### config.mk
export PLATFORM = sky130hd
export DESIGN_NAME = vmx_result_collector
export DESIGN_NICKNAME = d
export VERILOG_FILES = /design/src/rtl/vmx_result_collector.sv
export SDC_FILE = /design/constraint.sdc
export NUM_CORES = 2
export LEC_CHECK = 0
export CORE_MARGIN = 5
export CORE_UTILIZATION = 32
export DETAILED_ROUTE_END_ITERATION = 8
export PLACE_DENSITY = 0.57
export SETUP_SLACK_MARGIN = 0.02
export SYNTH_ARGS = -nofsm -noshare
export SYNTH_HDL_FRONTEND = slang
export SYNTH_SLANG_ARGS = --single-unit
export TNS_END_PERCENT = 10
### constraint.sdc
create_clock -name clk -period 25.1 [get_ports clk]
set_clock_uncertainty 0.2 [all_clocks]
set_input_delay 5.02 -clock clk [delete_from_list [all_inputs] [get_ports clk]]
set_output_delay 5.02 -clock clk [all_outputs]
set_load 0.02 [all_outputs]
### src/rtl/vmx_result_collector.sv
// vmx_result_collector
//   Collects skewed product lanes from a systolic array. It realigns each
//   vector pass, accumulates acc_len passes per lane with two's-complement
//   wrap, and queues the finished sums in an output FIFO.
// Ports:
//   clk, rst        clock; asynchronous active-high reset
//   in_valid        row-0 product of a pass is on lane 0 this cycle
//   product         SIZE lanes of PRODUCT_BITLEN, lane i arrives i cycles late
//   acc_len         passes per result (0 means 1), taken on the first beat
//   out_valid/ready FIFO head handshake
//   out_data        FIFO head, SIZE lanes of ACC_BITLEN
//   fifo_count      occupied FIFO entries (0..FIFO_DEPTH)
//   overflow        sticky: a finished result was dropped on a full FIFO
module vmx_result_collector #(
  parameter int SIZE           = 4,
  parameter int PRODUCT_BITLEN = 32,
  parameter int ACC_BITLEN     = 40,
  parameter int FIFO_DEPTH     = 8
) (
  input  logic                           clk,
  input  logic                           rst,
  input  logic                           in_valid,
  input  logic [PRODUCT_BITLEN*SIZE-1:0] product,
  input  logic [7:0]                     acc_len,
  output logic                           out_valid,
  input  logic                           out_ready,
  output logic [ACC_BITLEN*SIZE-1:0]     out_data,
  output logic [$clog2(FIFO_DEPTH):0]    fifo_count,
  output logic                           overflow
);

  localparam int PB    = PRODUCT_BITLEN;
  localparam int AB    = ACC_BITLEN;
  localparam int PTR_W = $clog2(FIFO_DEPTH);
  localparam int CNT_W = PTR_W + 1;

  function automatic logic signed [AB-1:0] sext(input logic signed [PB-1:0] p);
    return AB'(p);
  endfunction

  // ---- stage: tag pipeline, v[k] marks lane k of a pass being present
  logic [SIZE-1:0] v;
  logic [SIZE-2:0] tag_q;

  assign v = {tag_q, in_valid};

  always_ff @(posedge clk or posedge rst) begin
    if (rst) tag_q <= '0;
    else     tag_q <= v[SIZE-2:0];
  end

  // ---- stage: deskew, every lane lands on the cycle v[SIZE-1] is high
  logic [PB*SIZE-1:0] aligned;

  for (genvar i = 0; i < SIZE; i++) begin : g_lane
    localparam int D = SIZE - 1 - i;
    if (D == 0) begin : g_direct
      assign aligned[i*PB +: PB] = product[i*PB +: PB];
    end else begin : g_skew
      logic [PB-1:0] sr_q [D];
      // Each slot advances only with its own tag so back-to-back passes
      // stay separated.
      always_ff @(posedge clk or posedge rst) begin
        if (rst) begin
          for (int j = 0; j < D; j++) sr_q[j] <= '0;
        end else begin
          if (v[i]) sr_q[0] <= product[i*PB +: PB];
          for (int j = 1; j < D; j++) begin
            if (v[i+j]) sr_q[j] <= sr_q[j-1];
          end
        end
      end
      assign aligned[i*PB +: PB] = sr_q[D-1];
    end
  end

  // ---- stage: accumulator FSM
  typedef enum logic {S_IDLE, S_ACC} state_t;

  state_t              state_q, state_d;
  logic [AB*SIZE-1:0]  acc_q, acc_d;
  logic [7:0]          cnt_q, cnt_d;
  logic [7:0]          len_q, len_d;
  logic                push_q, push_d;
  logic [AB*SIZE-1:0]  ext_w, sum_w;
  logic [7:0]          cnt_inc;
  logic                beat;

  assign beat    = v[SIZE-1];
  assign cnt_inc = cnt_q + 8'd1;

  always_comb begin
    ext_w = '0;
    sum_w = '0;
    for (int i = 0; i < SIZE; i++) begin
      ext_w[i*AB +: AB] = sext(aligned[i*PB +: PB]);
      sum_w[i*AB +: AB] = acc_q[i*AB +: AB] + ext_w[i*AB +: AB];
    end
  end

  always_comb begin
    state_d = state_q;
    acc_d   = acc_q;
    cnt_d   = cnt_q;
    len_d   = len_q;
    push_d  = 1'b0;
    if (beat) begin
      case (state_q)
        S_IDLE: begin
          len_d = (acc_len == 8'd0) ? 8'd1 : acc_len;
          acc_d = ext_w;
          if (len_d == 8'd1) begin
            push_d = 1'b1;
          end else begin
            cnt_d   = 8'd1;
            state_d = S_ACC;
          end
        end
        S_ACC: begin
          acc_d = sum_w;
          cnt_d = cnt_inc;
          if (cnt_inc == len_q) begin
            push_d  = 1'b1;
            cnt_d   = 8'd0;
            state_d = S_IDLE;
          end
        end
        default: state_d = S_IDLE;
      endcase
    end
  end

  always_ff @(posedge clk or posedge rst) begin
    if (rst) begin
      state_q <= S_IDLE;
      acc_q   <= '0;
      cnt_q   <= '0;
      len_q   <= 8'd1;
      push_q  <= 1'b0;
    end else begin
      state_q <= state_d;
      acc_q   <= acc_d;
      cnt_q   <= cnt_d;
      len_q   <= len_d;
      push_q  <= push_d;
    end
  end

  // ---- stage: output FIFO
  // The finished sum sits in acc_q for the cycle push_q is high; a new
  // result loading acc_q in that same cycle only lands after the write.
  logic [AB*SIZE-1:0] mem_q [FIFO_DEPTH];
  logic [PTR_W-1:0]   wptr_q, rptr_q;
  logic [CNT_W-1:0]   count_q;
  logic               ovf_q;
  logic               full, pop, wr_en;

  assign full  = (count_q == CNT_W'(FIFO_DEPTH));
  assign pop   = out_valid & out_ready;
  assign wr_en = push_q & (~full | pop);

  always_ff @(posedge clk) begin
    if (wr_en) mem_q[wptr_q] <= acc_q;
  end

  always_ff @(posedge clk or posedge rst) begin
    if (rst) begin
      wptr_q  <= '0;
      rptr_q  <= '0;
      count_q <= '0;
      ovf_q   <= 1'b0;
    end else begin
      if (wr_en) wptr_q <= wptr_q + PTR_W'(1);
      if (pop)   rptr_q <= rptr_q + PTR_W'(1);
      case ({wr_en, pop})
        2'b10:   count_q <= count_q + CNT_W'(1);
        2'b01:   count_q <= count_q - CNT_W'(1);
        default: count_q <= count_q;
      endcase
      if (push_q & full & ~pop) ovf_q <= 1'b1;
    end
  end

  assign out_valid  = (count_q != '0);
  assign out_data   = out_valid ? mem_q[rptr_q] : '0;
  assign fifo_count = count_q;
  assign overflow   = ovf_q;

endmodule

Word level (Yosys, flattened, before mapping)
Memory sizes are Yosys's and may differ from the RTL's. Index checks and enable logic that the tools add are counted.

Register bits after elaboration: 384. Output and inout bits: 166. RAM bits: 1280. Memories: 1.

Memory list: mem_q (words 8, bits a word 160, rd ports 1, clocked after memory_dff 0, write ports 1, RTL line 152) `logic [AB*SIZE-1:0] mem_q [FIFO_DEPTH];`.

Equality and inequality tests: 6. Reductions and logical operators: 5. Bitwise logic cells: 8. Add/sub/neg operators: 9. Multiplexer cells: 16.

Operator list (number): 160-bit case mux with 2 select lines (1); 40-bit adder (4); 160-bit 2-to-1 mux (1); 8-bit 2-to-1 mux (3); 8-bit case mux with 2 select lines (1); 8-bit by 1-bit adder with 8-bit output (second input constant) (1); 8-bit by 1-bit equality test with 1-bit output (second input constant) (1); 8-bit equality test (1); 8-bit zero test (1); 4-bit case mux with 2 select lines (1); 1-bit 2-to-1 mux (7); 3-bit by 1-bit adder with 3-bit output (second input constant) (2); 4-bit by 1-bit adder with 4-bit output (second input constant) (1); 1-bit AND (4); 4-bit equality test (second input constant) (1); 1-bit case mux with 2 select lines (2); 2-bit AND reduction (2); 4-bit nonzero test (1); 4-bit by 1-bit subtractor with 4-bit output (second input constant) (1); 1-bit inverter (3); 2-bit by 1-bit equality test with 1-bit output (second input constant) (1); 2-bit equality test (second input constant) (1); 2-bit inequality test (second input constant) (1); 2-bit nonzero test (1); 1-bit OR (1).

Longest topological paths before layout
Depth in word-level cells: 6. Mapped depth: 13.

Worst setup path after synthesis
No wires, ideal clock.

Path type: input to register. Start: input port out_ready. End: memory mem_q[0][0] (netlist bit) (enable). Slack: 7.792 ns. Required time: 24.025 ns. Stages on the path: 4. Buffers on the path: 0. Data arrival time: 16.232 ns. Library setup time: 0.875 ns. Cells stage by stage: nand3b_1 -> and2_1 -> nand2b_1 -> nor3_1.

Longest elaborated chain between the ends: 5.

Ends and longest elaborated chain: start: declaration (RTL line 26) `input logic out_ready,`; 1-bit AND (RTL line 159) `assign pop = out_valid & out_ready;`; 1-bit OR (RTL line 160) `assign wr_en = push_q & (~full | pop);`; 1-bit AND (RTL line 160); 1-bit 2-to-1 mux (RTL line 163) `if (wr_en) mem_q[wptr_q] <= acc_q;`; 1-bit 2-to-1 mux (implied by the code) (RTL line 163); end: declaration (RTL line 152).

No other way between the ends.

Worst setup path after layout
Start: register rptr_q[1]. End: output port out_data[70].

Longest elaborated chain between the ends: 2.

Ends and longest elaborated chain: start: declaration (RTL line 153) `logic [PTR_W-1:0] wptr_q, rptr_q;`; start signal: assignment (RTL line 174) `if (pop) rptr_q <= rptr_q + PTR_W'(1);`; memory read 8 x 160 bit; 160-bit 2-to-1 mux (RTL line 185) `assign out_data = out_valid ? mem_q[rptr_q] : '0;`; end: declaration (RTL line 27) `output logic [ACC_BITLEN*SIZE-1:0] out_data,`.

No other way between the ends.

==> impl_results.md <==
* Outcome: completed
* Reg2reg end: mem_q[0][89]
* Final Instance Count excl. Fillers at 7917
* Iteration-0 DRC Markers at 2587
* Reg2Reg Launch Point: fifo_count[0]
* Warnings, synthesis at 0
* Unique masters post-synth at 81
* Routed Antenna Nets at 0
* Post CTS Setup Buffer Count at 0
* Num rows at 174
* CP Max Fanout at 71
* M3 GR Usage at 2.46%
* First-pass GRT wire length at between 200000 and 300000 um
* Slowest stage cell, crit path: buf_4
* Max-cap violations at 0
* Ys flop type: edfxtp_1
* Vias in the first global route at 40.7k
* Nets at around 5.1k
* End of the critical path: out_data[70]
* CTS buffer count at between 150 and 200
* DR pass1 iterations at 5
* Post-CTS Resized at 0
* Clk slew on worst S/H paths at about 0.06 ns
* Worst Reg2Reg Path Length in Cells at 8
* Top cell type's share of synthesized area at 53.4%
* Placed insts at 7573
* CTS tree: built
* Tightest hold margin at 0.294 ns
* Synthesized flop and latch total at 1664
* P per Cell Area at 124 nW/um^2
* Max IR drop VDD at 0.000186 V
* Arrival @ worst endpoint at ~5.2 ns
* Cell family with most CP delay: buffers and inverters
* Crit-path cells: buf_4, buf_4, mux4_2, mux2i_1, nor2_1, clkdlybuf4s50_1
* Die ar. at roughly 230000 um^2
* Worst Setup End Kind: output port
* Most numerous cell on the critical path: buf_4
* Gpl congestion at 0.809
* Busiest grt layer: met2
* Final hold violations at 0
* Power, Total at 0.0105 W
* Avg Inst Size Synth at 16.2 um^2
* Residual DRC count at 0
* DPL Wire Length at 109000 um
* Clk buf depth at 3
* Crit. Startpoint: rptr_q[1]
* CTS H-Tree Depth at 4
* Final min period at 10.42 ns
* Setup slack, reg-to-reg at 20.78 ns
* Initial Utilization at about a third
* Final setup viols at 0
* Area leader, netlist: edfxtp_1
* Leakage Power at ~30 nW
* TritonCTS Sinks at between 1.5k and 2k
* Core box area at 224000 um^2
* Fmax at 96.0 MHz
* Largest net degree at the start of global routing at 143
* Tot GR Track Use at 15.1%
* Clk_lat worst skew at 0.83 ns
* Total global routing overflow at 0
* Final Max Tran Viols at 0
* CP Data Required Time at 19.88 ns
* Critical path buffers and inverters at 3
* Via density at 5.03
* Slew Limit Headroom at 22.4%
* Area grow syn2layout at 17.5%
* GR Layer Usage met2 at 25.1%
* Hold_buf cts at 0
* Clk root buf: clkbuf_16
* Worst min path class: register to register
* Cell count along the critical path at 6
* Slew @ Worst Pin at 1.16 ns
* Asr flop ratio synth at 23.1%
* Total wire length at 180000 um
* Share of layout cells above drive strength 1 at 18.3%
* Synth Cell Area at 71900 um^2
* I/O pin total at 306
* CP max stage delay at 0.96 ns
* Net Count, Synth at 4735
* Number of synthesized flops with an enable pin at 1280
* Setup tns final at 0 ns
* Critical path type: register to output port
* Synth cell count leaders: edfxtp_1 (1280), nor2_1 (401), dfrtp_1 (383), mux4_2 (320), a21oi_1 (300)
* Die Ht at between 400 and 500 um
* Met1 usage at 20.9%
* Sequential cell area fraction in the yosys report at 66.8%
* Drt wl/cell at between 20 and 25 um
* Number of port buffers at just over 300
* Die width at 484 um
* Routed vias at 39.8k
* Initial antenna violation count at 10
* Synth Instances at 4428
* RSZ-0062 raised after global routing: false
* Fin crit share at around two fifths
* Synth top area cells: edfxtp_1 (53%), dfrtp_1 (13%), mux4_2 (10%)
* Most numerous cell in the Yosys netlist: edfxtp_1
* Startpoint types: register
-- through the flow --
stage	cell area [um^2]	setup slack (ns)	utilization, %
2_1_floorplan	71900	7.79	-
3_3_place_gp	78600	15.33	35.0
3_5_place_dp	78600	15.37	35.0
4_1_cts	84500	14.43	37.7
5_1_grt	84500	14.23	37.7
6_report	84500	14.68	37.7
-- power breakdown --
part | switching (W) | internal [W] | leakage (nW)
Clock | 0.00112 | 0.00150 | 2.86
Combinational | 0.00208 | 0.00182 | 11.3
Sequential | 0.000496 | 0.00348 | 15.9
Total | 0.00370 | 0.00681 | 30.1
-- flip-flops by register name (all words and copies together), names as in the netlist --
| register | count |
|---|---|
| cnt_q | 8 |
| aligned | 64 |
| len_q | 8 |
| tag_q | 3 |
| acc_q | 160 |
| push_q | 1 |
| overflow | 1 |
| rptr_q | 3 |
| mem_q | 1280 |
| wptr_q | 3 |
| g_lane.g_skew.sr_q | 128 |
| fifo_count | 4 |
| state_q | 1 |
-- kinds of logic after synthesis --
kind of cell	Yosys count	synth area share, %
buffers and inverters	278	1.47
multiplexers	776	16.7
AO/OA/AOI/OAI	678	5.88
flip-flops	1664	66.8
XOR/XNOR	151	1.84
adder cells (fa/ha/maj)	167	2.96
AND/OR/NAND/NOR	714	4.33
-- worst min path at each step --
stage                                         start                   endpoint  slack, ns  depth (start not counted)
final                     g_lane[1].g_skew.sr_q[58]                aligned[58]       0.29                          1
after global routing      g_lane[1].g_skew.sr_q[44]  g_lane[1].g_skew.sr_q[44]       0.32                          1
after CTS                 g_lane[1].g_skew.sr_q[58]                aligned[58]       0.30                          1
after detailed placement  g_lane[0].g_skew.sr_q[87]  g_lane[0].g_skew.sr_q[55]       0.29                          1
after global placement                     overflow                   overflow       0.27                          1
after floorplan                            tag_q[0]                   tag_q[1]       0.15                          0
-- layout make-up --
class	instances	area, um^2
Fill cell	20800	140000
Sequential cell	1664	48100
Multi-Input combinational cell	2486	22900
Clock buffer	240	4940
Tap cell	2992	3740
Timing Repair Buffer	366	3600
Clock inverter	100	981
Inverter	65	253
Antenna cell	4	10.0
-- worst register-to-register path, stage by stage, from the launching register on --
cell and delay, ns:
dfrtp_1 0.46, nor3_1 0.09, nand3b_1 0.10, and2_1 0.23, nand2b_1 0.27, nor3_2 0.17
buf_4 0.69, buf_4 0.75, buf_4 0.83
-- placed cells by master, fill, tap and decap left out, types with 86 or more instances in the layout --
| master | n |
|---|---|
| mux4_2 | 320 |
| xnor2_1 | 91 |
| mux2i_1 | 252 |
| a21o_1 | 86 |
| a21oi_1 | 300 |
| mux2_2 | 204 |
| edfxtp_1 | 1280 |
| ha_1 | 162 |
| clkdlybuf4s50_1 | 305 |
| dfrtp_1 | 376 |
| nor2_1 | 394 |
| nand2_1 | 127 |
| clkbuf_16 | 184 |
-- metal layers --
metal	routed length, um	up-vias
met1	82000	20800
li1	-	18000
met3	7380	226
met4	3550	0
met2	87500	804
met5	0	-
(Power assumes the default switching activity.)
